`src/rtl/dram_arbiter.sv`:
```
// dram_arbiter: round-robin arbiter that shares one DRAM port among NUM_CORES
// requesters. Each access is a fixed three-cycle transaction: arbitrate in
// IDLE, drive one memory strobe in ISSUE, acknowledge in CAPTURE.
//
// state   | meaning
// --------+-----------------------------------------------------------------
// IDLE    | port free; choose a round-robin winner and latch its request
// ISSUE   | latched addr/data on the memory bus, one read or write strobe
// CAPTURE | strobes low; read data returned to cores, ack pulse, pointer moves
module dram_arbiter #(
    parameter int NUM_CORES = 4,
    parameter int ADDR_W    = 16,
    parameter int DATA_W    = 8
) (
    input  logic                        i_clk,
    input  logic                        i_rst,
    input  logic [NUM_CORES-1:0]        i_req,
    input  logic [NUM_CORES-1:0]        i_we,
    input  logic [NUM_CORES*ADDR_W-1:0] i_addr,
    input  logic [NUM_CORES*DATA_W-1:0] i_wdata,
    output logic [NUM_CORES-1:0]        o_ack,
    output logic [DATA_W-1:0]           o_rdata,
    output logic [NUM_CORES-1:0]        o_grant,
    output logic [ADDR_W-1:0]           o_mem_addr,
    output logic                        o_mem_read,
    output logic                        o_mem_write,
    output logic [DATA_W-1:0]           o_mem_wdata,
    input  logic [DATA_W-1:0]           i_mem_rdata,
    output logic                        o_busy
);

    localparam int IDX_W = (NUM_CORES > 1) ? $clog2(NUM_CORES) : 1;

    typedef enum logic [1:0] {
        S_IDLE    = 2'd0,
        S_ISSUE   = 2'd1,
        S_CAPTURE = 2'd2
    } state_t;

    state_t             state;
    logic [IDX_W-1:0]   ptr;
    logic [IDX_W-1:0]   winner;
    logic               lat_we;
    logic [DATA_W-1:0]  rdata_q;
    logic [IDX_W-1:0]   pick_idx;
    logic [NUM_CORES-1:0] pick_oh;

    // First requesting core at or after the pointer, wrapping around.
    function automatic logic [IDX_W-1:0] rr_pick(input logic [NUM_CORES-1:0] req,
                                                 input logic [IDX_W-1:0]     p);
        int   cand;
        logic found;
        rr_pick = p;
        found   = 1'b0;
        for (int i = 0; i < NUM_CORES; i++) begin
            cand = (int'(p) + i) % NUM_CORES;
            if (!found && req[cand]) begin
                found   = 1'b1;
                rr_pick = IDX_W'(cand);
            end
        end
    endfunction

    // Combinational round-robin choice and its one-hot form.
    always_comb begin
        pick_idx          = rr_pick(i_req, ptr);
        pick_oh           = '0;
        pick_oh[pick_idx] = 1'b1;
    end

    // Read data is forwarded straight from DRAM during the ack cycle so it is
    // valid alongside o_ack; the register keeps it afterwards.
    assign o_rdata = (state == S_CAPTURE && !lat_we) ? i_mem_rdata : rdata_q;

    // Transaction sequencer with registered memory-side and core-side outputs.
    always_ff @(posedge i_clk) begin
        if (i_rst) begin
            state       <= S_IDLE;
            ptr         <= '0;
            winner      <= '0;
            lat_we      <= 1'b0;
            rdata_q     <= '0;
            o_ack       <= '0;
            o_grant     <= '0;
            o_mem_addr  <= '0;
            o_mem_read  <= 1'b0;
            o_mem_write <= 1'b0;
            o_mem_wdata <= '0;
            o_busy      <= 1'b0;
        end else begin
            case (state)
                S_IDLE: begin
                    o_ack <= '0;
                    if (|i_req) begin
                        winner      <= pick_idx;
                        lat_we      <= i_we[pick_idx];
                        o_grant     <= pick_oh;
                        o_mem_addr  <= i_addr[int'(pick_idx)*ADDR_W +: ADDR_W];
                        o_mem_wdata <= i_wdata[int'(pick_idx)*DATA_W +: DATA_W];
                        o_mem_write <= i_we[pick_idx];
                        o_mem_read  <= !i_we[pick_idx];
                        o_busy      <= 1'b1;
                        state       <= S_ISSUE;
                    end
                end
                S_ISSUE: begin
                    o_mem_read  <= 1'b0;
                    o_mem_write <= 1'b0;
                    o_ack       <= o_grant;
                    if (int'(winner) == NUM_CORES - 1) begin
                        ptr <= '0;
                    end else begin
                        ptr <= winner + IDX_W'(1);
                    end
                    state <= S_CAPTURE;
                end
                S_CAPTURE: begin
                    if (!lat_we) begin
                        rdata_q <= i_mem_rdata;
                    end
                    o_ack   <= '0;
                    o_grant <= '0;
                    o_busy  <= 1'b0;
                    state   <= S_IDLE;
                end
                default: begin
                    o_ack       <= '0;
                    o_grant     <= '0;
                    o_mem_read  <= 1'b0;
                    o_mem_write <= 1'b0;
                    o_busy      <= 1'b0;
                    state       <= S_IDLE;
                end
            endcase
        end
    end

endmodule

```
`config.mk`:
```
export PLATFORM = sky130hd
export DESIGN_NAME = dram_arbiter
export DESIGN_NICKNAME = d
export VERILOG_FILES = /design/src/rtl/dram_arbiter.sv
export SDC_FILE = /design/constraint.sdc
export NUM_CORES = 1
export LEC_CHECK = 0
export ABC_AREA = 1
export ABC_CLOCK_PERIOD_IN_PS = 1560
export CORE_MARGIN = 2
export CORE_UTILIZATION = 37
export CTS_CLUSTER_DIAMETER = 60
export DETAILED_ROUTE_END_ITERATION = 8
export GPL_TIMING_DRIVEN = 0
export PLACE_DENSITY = 0.87
export REMOVE_ABC_BUFFERS = 1
export SLEW_MARGIN = 20
export SYNTH_ARGS = -nofsm -noshare
export SYNTH_HDL_FRONTEND = slang
export SYNTH_SLANG_ARGS = --single-unit
```
`constraint.sdc`:
```
create_clock -name i_clk -period 1.56 [get_ports i_clk]
set_input_delay 0.156 -clock i_clk [delete_from_list [all_inputs] [get_ports i_clk]]
set_output_delay 0.156 -clock i_clk [all_outputs]
set_load 0.005 [all_outputs]
```
# Word-level counts from Yosys, hierarchy flattened
# Index checks and enable logic that the tools add are counted.
dict set report word_totals {
  regBits 50
  latchBits 0
  mem_bits_rw 0
  mem_bits_ro 0
  inputBits 114
  word_cells 87
  memories 0
}
dict set report classes {
  n_addsub 4
  mul 0
  div_mod_pow 0
  magnitude_cmp 6
  eq_ne 4
  shift 2
  n_mux 33
  n_bitwise 6
  n_reduce_logical 20
}
# operator n
set ops {}
lappend ops {{64-bit by 7-bit variable part select with 16-bit output} 1}
lappend ops {{32-bit by 6-bit variable part select with 8-bit output} 1}
lappend ops {{1-bit 2-to-1 mux} 15}
lappend ops {{3-bit by 4-bit less-than comparator with 1-bit output, second input constant} 3}
lappend ops {{1-bit binary-select mux with 2-bit select} 5}
lappend ops {{2-bit 2-to-1 mux} 5}
lappend ops {{8-bit 2-to-1 mux} 1}
lappend ops {{4-bit one-hot mux with 2 select lines} 1}
lappend ops {{2-bit AND reduction} 4}
lappend ops {{2-bit OR reduction} 4}
lappend ops {{2-bit by 3-bit less-than comparator with 1-bit output, second input constant} 2}
lappend ops {{1-bit one-hot mux with 2 select lines} 3}
lappend ops {{1-bit logical AND} 5}
lappend ops {{1-bit zero test} 5}
lappend ops {{2-bit by 1-bit adder with 2-bit output, second input constant} 2}
lappend ops {{2-bit adder, second input constant} 2}
lappend ops {{2-bit by 1-bit == test with 1-bit output, second input constant} 2}
lappend ops {{4-bit 2-to-1 mux} 1}
lappend ops {{2-bit one-hot mux with 2 select lines} 1}
lappend ops {{4-bit OR reduction} 1}
lappend ops {{1-bit AND, first input constant} 3}
lappend ops {{1-bit NOT} 3}
lappend ops {{1-bit demux with 2-bit select} 1}
lappend ops {{2-bit == test, second input constant} 1}
lappend ops {{other kinds (3)} 3}

# Longest topological paths before layout
dict set report depth {
  ltp_word 20
  depth_mapped 19
  mapped_depth_nobuf 17
}

# Least setup slack after synthesis
# OpenSTA, ideal clock, no wires.
dict set report synth_timing {
  path_type {register -> register}
  start {register ptr[0]}
  end {register o_mem_addr[15]}
  setup_ns 0.117
  t_arrival_ns 1.617
  required_ns 1.443
  path_slack_ns -0.174
  path_stages_with_launch 19
  path_buffers 3
  period_less_slack_ns 1.734
  path_cell_list {dfxtp_1 > buf_6 > inv_4 > nand2_1 > nand2_1 > nand2_2 > nand2_4 > nor2_4 > nand2_1 > nand2_1 > nand2_1 > nand2_1 > nand2_1 > buf_4 > buf_6 > nand2_1 > nand2_1 > nor2_1 > nor2_1}
}
dict set report synth_via {
  elab_chain_len 13
}
# item line
set synth_rtl {}
lappend synth_rtl {{start, declared} 41} ;# logic [IDX_W-1:0] ptr;
lappend synth_rtl {{start signal, assigned} 113} ;# ptr <= winner + IDX_W'(1);
lappend synth_rtl {{2-bit by 1-bit adder with 2-bit output / 1-bit binary-select mux with 2-bit select (equally long branches)} {56, 57}}
lappend synth_rtl {{1-bit binary-select mux with 2-bit select / 1-bit 2-to-1 mux (equally long branches)} 57} ;# if (!found && req[cand]) begin
lappend synth_rtl {{1-bit 2-to-1 mux (implied by the code)} 57}
lappend synth_rtl {{1-bit 2-to-1 mux (implied by the code) / 1-bit zero test (equally long branches)} 57}
lappend synth_rtl {{1-bit logical AND} 57}
lappend synth_rtl {{1-bit 2-to-1 mux} 57}
lappend synth_rtl {{1-bit zero test} 57}
lappend synth_rtl {{1-bit logical AND} 57}
lappend synth_rtl {{1-bit 2-to-1 mux} 57}
lappend synth_rtl {{1-bit zero test} 57}
lappend synth_rtl {{1-bit logical AND} 57}
lappend synth_rtl {{2-bit 2-to-1 mux *} 57}
lappend synth_rtl {{64-bit by 7-bit variable part select with 16-bit output *} 98} ;# o_mem_addr <= i_addr[int'(pick_idx)*ADDR_W +: ADDR_W];
lappend synth_rtl {{end signal, assigned} 98}
lappend synth_rtl {{end, declared} 24} ;# output logic [ADDR_W-1:0] o_mem_addr,
# Every way passes the cells marked *; elsewhere a longest branch is shown, timed or not. The select of a mux whose other input is x is not followed.
# A chain may end at the register's enable or synchronous reset.

# Worst setup path after layout
dict set report layout_timing {
  start {register ptr[0]}
  end {register o_mem_addr[4]}
}
# The elaborated chain is that of the path after synthesis.

==> flow_metrics.py <==
metrics = {
    "run_status": {
        "status": "complete, but fails checks",
        "violations": "setup timing",
    },
    "timing": {
        "timing.final.ws_setup_ps": -499,
        "grt_setup_unrepaired": "yes",
        "slew_violations": 0,
        "fin_worst_skew_ps": 11.3,
        "maxClockFrequency_ghz": 0.486,
        "timing.final.hold_violations": 0,
        "hold_slack_ps": 319,
        "time_the_final_worst_path_needs_with_i_o_delays_and_setup_ps": 2060,
        "slew_hr_pct": 61.8,
        "timing_worst_slew_pin_value_ps": 570,
        "fin_crit_sh_pct": 132,
        "final_total_negative_setup_slack_ps": -15430,
        "final_setup_vio_count": 40,
    },
    "clocking": {
        "clkLatencyLatePin_ps": 310,
        "cts_tree": "done",
        "cts_made_buffers": 5,
        "post_cts_hold_buffer_count": 0,
        "clock_path_buffers": 2,
        "h-tree-depth": 2,
        "cts.sinks": 50,
        "clk_pin_slew_worst_paths_ps": 100,
        "clock_tree.root_cell": "sky130_fd_sc_hd__clkbuf_8",
    },
    "synthesis": {
        "synth_sequential_area_ratio_pct": 32.5,
        "avgSynthCellArea_um2": 5.98,
        "synth.largest_area_cell": "sky130_fd_sc_hd__dfxtp_1",
        "ys_top_cells_by_area": "sky130_fd_sc_hd__dfxtp_1, sky130_fd_sc_hd__nand2_1, sky130_fd_sc_hd__nand3_1, sky130_fd_sc_hd__nor2_1, sky130_fd_sc_hd__o21ai_0",
        "syn-instance-count": 514,
        "post_synth_num_cell_types": 25,
        "share_of_the_synthesized_area_in_the_top_cell_type_pct": 32.5,
        "synth_warnings": 0,
        "netlist_area_um2": 3080,
        "synth-seq-cells": 50,
    },
    "setup_path": {
        "cp.required_ps": 1760,
        "crit_path_start_kind": "flop",
        "crit_path_end_kind": "flop",
        "critPathArrivalTime_ps": 2260,
        "crit_type": "flop to flop",
        "cp_max_fo": 8,
    },
    "global_route": {
        "antenna_violations_before_repair": 0,
        "track_usage_pct": 27.3,
        "grt_overflow": 0,
        "grt_start_max_net_pins": 55,
        "grt_pass1_wl_mm": 18.9,
        "vias_in_the_first_global_route": 3995,
    },
    "finish": {
        "fillers": 622,
        "antenna_diode_count": 0,
        "synthToLayoutAreaGrowth_pct": 85.9,
        "final_net_count": 819,
        "drive_above_1_share_pct": 23.1,
        "multiInputGateArea_um2": 2230,
        "area.sequential_um2": 1010,
    },
    "power": {
        "leakagePower_uw": 0.00259,
        "post-layout-total-power_uw": 6760,
        "peakVddDrop_mv": 0.527,
        "cellPowerDensity_nw_per_um2": 1180,
    },
    "die": {
        "coreArea_um2": 8130,
        "rows": 33,
        "start_util_pct": 37.8,
        "dieArea_um2": 9060,
        "die-height_um": 95.2,
        "ioPinCount": 157,
        "die-width_um": 95.2,
    },
    "place": {
        "dp_slack_ps": -1200,
        "port_buffers": 156,
        "gp_congestion": 0.811,
        "place.detailed.hpwl_mm": 6.64,
    },
    "route": {
        "remaining_drc_errors": 0,
        "topRoutingLayerUsed": "met4",
        "wl_met3_mm": 1.25,
        "vias_per_cell": 5.18,
        "met2_wirelength_mm": 6.98,
        "drt-met1-wl_mm": 4.96,
        "wl_per_cell_um": 17.0,
        "detail-route-antenna-nets": 0,
        "detailedRoute.firstPassIterationCount": 5,
        "wire_length_reported_by_the_detailed_router_mm": 13.8,
        "vias": 4192,
        "detail_route.iter0.violations": 242,
    },
    "flow_run": {
        "number_of_max_cap_violations": 0,
    },
    "worst_hold_path": {
        "worst_hold_check_path_type": "input port to flop",
    },
}
cells in the mapped netlist (all sizes together):
| library cell | count |
|---|---|
| inv | 34 |
| a211oi | 8 |
| nand2 | 208 |
| a21oi | 16 |
| nor2 | 61 |
| clkinv | 1 |
| nor3 | 1 |
| ha | 1 |
| o21ai | 29 |
| o211ai | 1 |
| dfxtp | 50 |
| or2 | 8 |
| o31ai | 1 |
| buf | 20 |
| nor4 | 1 |
| nand3 | 63 |
| clkbuf | 11 |
final timing paths:
kind | slack [ps] | start | end | cells after the start
max | -500 | ptr[0]$_SDFFE_PP0N_ | o_mem_addr[4]$_SDFFE_PP0P_ | 16
min | 320 | i_rst | o_mem_write$_SDFFE_PP0P_ | 2
max reg2reg | -500 | ptr[0]$_SDFFE_PP0N_ | o_mem_addr[4]$_SDFFE_PP0P_ | 16
min reg2reg | 470 | o_grant[0]$_SDFFE_PP0P_ | o_ack[0]$_SDFF_PP0_ | 2
placed cells by master, fill, tap and decap left out, types with 8 or more instances in the layout:
cell type,Yosys,layout
sky130_fd_sc_hd__nand3_1,63,59
sky130_fd_sc_hd__buf_4,5,24
sky130_fd_sc_hd__clkdlybuf4s50_1,0,147
sky130_fd_sc_hd__nand2_2,9,23
sky130_fd_sc_hd__o21ai_0,28,28
sky130_fd_sc_hd__a21oi_2,0,9
sky130_fd_sc_hd__nor2_1,59,58
sky130_fd_sc_hd__dfxtp_1,50,45
sky130_fd_sc_hd__nand2_4,3,17
sky130_fd_sc_hd__nand2_1,196,166
sky130_fd_sc_hd__nand2_8,0,11
sky130_fd_sc_hd__or2_4,0,8
sky130_fd_sc_hd__buf_6,4,12
sky130_fd_sc_hd__buf_2,11,8
sky130_fd_sc_hd__inv_1,30,20
sky130_fd_sc_hd__inv_2,2,10
sky130_fd_sc_hd__a211oi_1,8,8
flip-flops by register name, summed over array words and instances, names as in the netlist, 2 cells and up:
signal / count
rdata_q: 8
o_mem_addr: 16
ptr: 2
winner: 2
o_ack: 4
o_mem_wdata: 8
state: 2
o_grant: 4
repair_timing:
item / CTS / global route
pin swaps: 19 / 17
buffers inserted: 31 / 10
cloned: 10 / 7
setup endpoints to repair: 43 / 43
resized for setup: 133 / 34
hold endpoints to repair: 0 / 0
worst max-delay path, cell delays in order, from the launching register on:
cell	delay [ps]
sky130_fd_sc_hd__dfxtp_4	450
sky130_fd_sc_hd__inv_8	70
sky130_fd_sc_hd__nand2_2	70
sky130_fd_sc_hd__nand2_2	80
sky130_fd_sc_hd__nand2_2	80
sky130_fd_sc_hd__nand2_4	70
sky130_fd_sc_hd__nor2_4	210
sky130_fd_sc_hd__nand2_4	130
sky130_fd_sc_hd__nand2_8	150
sky130_fd_sc_hd__nand2_8	130
sky130_fd_sc_hd__buf_4	160
sky130_fd_sc_hd__nand2_1	50
sky130_fd_sc_hd__nand2_1	50
sky130_fd_sc_hd__nand2_1	50
sky130_fd_sc_hd__nand2_1	50
sky130_fd_sc_hd__nor2_1	80
sky130_fd_sc_hd__nor2_1	50
through the flow:
stage | std cells | instance area, um^2 | utilization [%]
6_report | 810 | 5720 | 70.3
3_5_place_dp | 746 | 4630 | 57.0
4_1_cts | 795 | 5460 | 67.2
5_1_grt | 810 | 5720 | 70.3
3_3_place_gp | 744 | 4590 | 56.4
2_1_floorplan | 483 | 2900 | -
where the power goes:
group	internal, uW	leakage (uW)	total [uW]	switching, uW
logic	1920	0.00212	4300	2390
registers	1510	0.000415	1650	140
clock network	331	0.0000491	808	477
total	3760	0.00259	6760	3000
metal layers:
metal / up-vias / track usage (%)
met5: - / 0
met4: 0 / 15.3
met3: 46 / 9.01
met2: 230 / 49.5
met1: 1896 / 27.4
li1: 2020 / -
final cells by class:
| class | count | share of cell area, % |
|---|---|---|
| tap | 105 | 2.30 |
| clock buffer | 5 | 1.20 |
| timing repair inverter | 5 | 1.01 |
| clock inverter | 3 | 0.460 |
| sequential | 50 | 17.8 |
| inverter | 35 | 3.09 |
| multi-input combinational | 407 | 39.1 |
| timing repair buffer | 200 | 35.1 |
cells by family (layout without fill, tap and decap cells):
family / Yosys count / after routing / share of synthesized area [%]
DFF: 50 / 50 / 32.5
buffers and inverters: 66 / 248 / 10.3
and+or+nand+nor: 342 / 351 / 47.0
adders and majority gates: 1 / 1 / 0.407
AOI/OAI and AO/OA: 55 / 55 / 9.76
(Power assumes the default switching activity.)
==> RTL change 1, RTL diff (same settings) <==
`DATA_W`: 8 -> 12.
--- a/src/rtl/dram_arbiter.sv
+++ b/src/rtl/dram_arbiter.sv
@@ -10,7 +10,7 @@
 module dram_arbiter #(
     parameter int NUM_CORES = 4,
     parameter int ADDR_W    = 16,
-    parameter int DATA_W    = 8
+    parameter int DATA_W    = 12
 ) (
     input  logic                        i_clk,
     input  logic                        i_rst,
Ports: changed (resized i_mem_rdata, i_wdata, o_mem_wdata and o_rdata); port bits go from 157 to 185. The function was not compared with the original's and may differ.
==> RTL change 1 against the original RTL <==
The run still ends with negative setup slack left; total power rose by 21%; fmax barely moved; setup slack barely moved; cell count rose by 25%; via count rose by 17%; wire length rose by 14%; final area rose by 21%; non-clock buffer count rose by 31; first-iteration DRC count fell by 1.2%; synthesized area rose by 20%; sequential cell count rose by 8; largest power group unchanged.
==> RTL change 1: results (changes against the original RTL) <==
- Outcome: finished, violations left (unchanged)
- Failing checks: negative setup slack (unchanged)
- Number of buffers created by CTS: 9 (was 5)
- Commonest cells in the netlist: 313 x nand2_1, 70 x inv_1, 69 x nor2_1 (was 196 x nand2_1, 63 x nand3_1, 59 x nor2_1)
- Setup-failing EPs final: 49 (was 40)
- Leakage: 3.44 nW (was 2.59 nW)
- Sequential fraction of the synthesis area: 0.315 (was 0.325)
- I/O Buffers: 184 (was 156)
- YS warnings: 0 (unchanged)
- Setup_tns: -15.38 ns (was -15.43 ns)
- Place WS: -1.32 ns (was -1.20 ns)
- Post-Synth Adder-Cell Area: 0.00339 (was 0.00407)
- Vias in the first global route: 4675 (was 3995)
- Clock Latency Late Sink: 0.33 ns (was 0.31 ns)
- Unique masters post-synth: 24 (was 25)
- Reg2Reg Depth: 14 (was 16)
- Hold Path End: rdata_q[10] (was o_mem_write)
- Setup Skew: 0.00696 ns (was 0.0113 ns)
- Clock Root Buffer: clkbuf_8 (unchanged)
- Synth Flop Type: dfxtp_1 (unchanged)
- Fillers: 749 (was 622)
- Worst Path Arrival: 2.31 ns (was 2.26 ns)
- GRT Overall Usage: 0.265 (was 0.273)
- Largest net degree at the start of global routing: 42 (was 55)
- Fraction of layout cells with a size suffix above 1: 0.242 (was 0.231)
- R2R Path End: lat_we (was o_mem_addr[4])
- Post-synthesis compound-gate area fraction: 0.0610 (was 0.0976)
- Initial antenna violation count: 0 (unchanged)
- Largest registers: o_mem_addr (16), o_mem_wdata (12), rdata_q (12) (was o_mem_addr (16), o_mem_wdata (8), rdata_q (8))
- First-pass GRT wire length: 22.9 mm (was 18.9 mm)
- Initial DRC count: 239 (was 242)
- Main area contributors after synthesis: nand2_1 32%, dfxtp_1 31%, inv_1 7.1% (was dfxtp_1 33%, nand2_1 24%, nand3_1 10%)
- R2R Path Start: ptr[0] (unchanged)
- Setup slack after layout: -0.499 ns (about the same)
- Vias post-DR: 4903 (was 4192)
- WL/cell: 15.5 um (was 17.0 um)
- VDD IR-drop max: 0.000692 V (was 0.000527 V)
- Post-DP HPWL: 7.58 mm (was 6.64 mm)
- CP Max Fanout: 9 (was 8)
- Clk slew on worst S/H paths: 0.07 ns (was 0.10 ns)
- Worst path max stage delay: 0.42 ns (was 0.45 ns)
- Least-Margin Pin Slew: 0.372 ns (was 0.570 ns)
- H-tree levels: 3 (was 2)
- Layout Nets: 1010 (was 819)
- Final Wtd Congestion: 0.775 (was 0.811)
## RTL change 1: changes by cell type after synthesis, moves of 4 or more
| cell | before | now |
|---|---|---|
| buf_4 | 5 | 0 |
| a21oi_1 | 16 | 20 |
| nand3_1 | 63 | 41 |
| clkbuf_1 | 11 | 17 |
| o21ai_0 | 28 | 4 |
| a211oi_1 | 8 | 12 |
| inv_1 | 30 | 70 |
| dfxtp_1 | 50 | 58 |
| or2_2 | 8 | 12 |
| nor2_1 | 59 | 69 |
| nand2_1 | 196 | 313 |
## RTL change 1: stage by stage
stage | cell area, um2 | hold WS [ns] | cells
after floorplan | 3510 | 0.225 | 622
after global placement | 5510 | 0.430 | 939
after detailed placement | 5580 | 0.435 | 943
after CTS | 6620 | 0.226 | 1003
after global routing | 6930 | 0.262 | 1013
final | 6930 | 0.262 | 1013
## RTL change 1: critical path, delay by kind of cell (launching register included)
family | cells | cell delay, ns
AO/OA/AOI/OAI | 1 | 0.19
buffers and inverters | 2 | 0.32
flip-flops | 1 | 0.42
AND/OR/NAND/NOR | 11 | 1.04
## RTL change 1: area by class of cell
class                           instances  area [um2]  area share
Multi-Input combinational cell        500        2680       0.387
Timing Repair Buffer                  231        2310       0.333
Sequential cell                        58        1170       0.169
Inverter                               74         314      0.0453
Tap cell                              133         166      0.0240
Clock buffer                           11         141      0.0204
Clock inverter                          5         125      0.0181
Timing Repair inverter                  1        20.0     0.00289
## RTL change 1: per-layer routing
| layer | routed length, um | global-route usage |
|---|---|---|
| met1 | 6140 | 0.298 |
| met2 | 7950 | 0.492 |
| met3 | 1170 | 0.0733 |
| met4 | 470 | 0.0647 |
| met5 | 0 | 0 |
## RTL change 1: logic make-up after synthesis
kind of cell,after synthesis
compound gates,38
flops,58
fa+ha+maj,1
simple gates,451
buf+inv,108
## RTL change 1: worst max path at each step
stage | startpoint | end | slack [ns] | cells after the start
6_report | ptr[0] | lat_we | -0.50 | 14
5_1_grt | ptr[0] | lat_we | -0.55 | 15
4_1_cts | ptr[0] | o_mem_wdata[8] | -0.32 | 17
3_5_place_dp | ptr[0] | o_mem_addr[3] | -1.32 | 16
3_3_place_gp | state[1] | o_rdata[5] | -2.14 | 6
2_1_floorplan | state[1] | o_rdata[0] | -1.02 | 5
## RTL change 1: repair_timing
action / 4_1_cts / 5_1_grt
pin swaps: 37 / 16
setup buffers: 34 / 8
setup endpoints to repair: 54 / 49
gates resized for setup: 168 / 57
gates cloned: 10 / 2
## RTL change 1: report_power, final
group          switching, mW  internal (mW)
Sequential             0.147           1.73
Combinational           2.50           1.94
Clock                  0.616           1.27
==> RTL change 2, RTL diff (same settings) <==
Without the edit above. Re-encode `state_t` (3 states) as one-hot, 3 bits wide.
--- a/src/rtl/dram_arbiter.sv
+++ b/src/rtl/dram_arbiter.sv
@@ -31,10 +31,10 @@
 
     localparam int IDX_W = (NUM_CORES > 1) ? $clog2(NUM_CORES) : 1;
 
-    typedef enum logic [1:0] {
-        S_IDLE    = 2'd0,
-        S_ISSUE   = 2'd1,
-        S_CAPTURE = 2'd2
+    typedef enum logic [2:0] {
+        S_IDLE    = 3'b001,
+        S_ISSUE   = 3'b010,
+        S_CAPTURE = 3'b100
     } state_t;
 
     state_t             state;
Behaviour: same outputs for any inputs over 4 cycles, from zero or initial values and one cycle with i_rst high; so few cycles prove little.
==> RTL change 2 against the original RTL <==
The run still ends with negative setup slack left; synthesized cell count is 8.8% higher; synthesized area is 7.9% higher; final area is 5.7% higher; clock power is 18% higher; setup slack better by 0.024 ns; sequential share of layout area is 0.65 points lower; sequential cell count is 1 higher; wire length is 2.0% lower; total power is 12% lower.
==> RTL change 2: results (changes against the original RTL) <==
- Vias post-DR: 4357 (was 4192)
- Unique masters post-synth: 29 (was 25)
- Multi-input logic area: 0.00243 mm2 (was 0.00223 mm2)
- Hold Path End: rdata_q[5] (was o_mem_write)
- Largest net degree at the start of global routing: 43 (was 55)
- CP Max Fanout: 7 (was 8)
- Hold_sp: i_mem_rdata[5] (was i_rst)
- Failing checks: negative setup slack (unchanged)
- Inverter count: 65 (was 40)
- Multi-input gates: 428 (was 407)
- Setup-failing EPs final: 41 (was 40)
- Postcts setup bufs: 44 (was 31)
- R2R Path End: o_mem_addr[10] (was o_mem_addr[4])
- Setup_tns: -14.36 ns (was -15.43 ns)
- Outcome: finished, violations left (unchanged)
- Fraction of layout cells with a size suffix above 1: 0.259 (was 0.231)
- Fillers: 704 (was 622)
- Placeable Area: 0.00872 mm2 (was 0.00813 mm2)
- VDD IR-drop max: 0.000479 V (was 0.000527 V)
- 1st-pass router iterations: 4 (was 5)
- First-pass GRT wire length: 20.6 mm (was 18.9 mm)
- Reg2Reg Depth: 14 (was 16)
- Setup slack after layout: -0.475 ns (was -0.499 ns)
- Setup Skew: 0.00767 ns (was 0.0113 ns)
- Main area contributors after synthesis: dfxtp_1 31%, nand2_1 28%, nand3_1 7.7% (was dfxtp_1 33%, nand2_1 24%, nand3_1 10%)
- Vias in the first global route: 4313 (was 3995)
- Area of placed instances: 0.00487 mm2 (was 0.00463 mm2)
[RTL change 2: routing by layer]
| metal | routed length [um] | GRT usage | vias to the layer above |
|---|---|---|---|
| met3 | 920 | 0.0617 | 21 |
| met2 | 7000 | 0.479 | 183 |
| met1 | 5320 | 0.306 | 2019 |
| met4 | 251 | 0.0706 | 0 |
| met5 | 0 | 0 | - |
| li1 | - | - | 2134 |
[RTL change 2: tightest hold or removal path, stage by stage]
cell,delay [ns]
clkdlybuf4s50_1,0.39
inv_1,0.09
a211oi_1,0.07
[RTL change 2: cell families (layout without fill, tap and decap cells)]
kind of cell / Yosys count / in the layout / synth area share
simple gates: 373 / 385 / 0.489
buf+inv: 93 / 282 / 0.128
flops: 51 / 51 / 0.308
compound gates: 41 / 42 / 0.0713
fa+ha+maj: 1 / 1 / 0.00377
[RTL change 2: through the flow]
step | total power [mW] | std cells | setup WS (ns)
final | 5.97 | 869 | -0.475
after global routing | 6.35 | 869 | -0.563
after CTS | 5.68 | 858 | -0.352
after detailed placement | 4.09 | 795 | -1.49
after global placement | 3.99 | 794 | -3.12
after floorplan | 2.99 | 530 | -1.52
[RTL change 2: worst max-delay path by stage]
stage / start / endpoint / depth (start not counted)
4_1_cts: ptr[0] / o_mem_addr[9] / 14
3_5_place_dp: ptr[0] / o_mem_wdata[2] / 15
6_report: ptr[0] / o_mem_addr[10] / 14
2_1_floorplan: state[0] / o_grant[2] / 8
3_3_place_gp: i_req[3] / o_grant[2] / 7
5_1_grt: ptr[0] / o_mem_wdata[2] / 15
[RTL change 2: power by group]
part	internal [mW]	switching, mW	leakage (nW)
clock network	0.487	0.466	0.0587
registers	1.52	0.144	0.421
logic	1.50	1.86	2.38
total	3.50	2.47	2.86
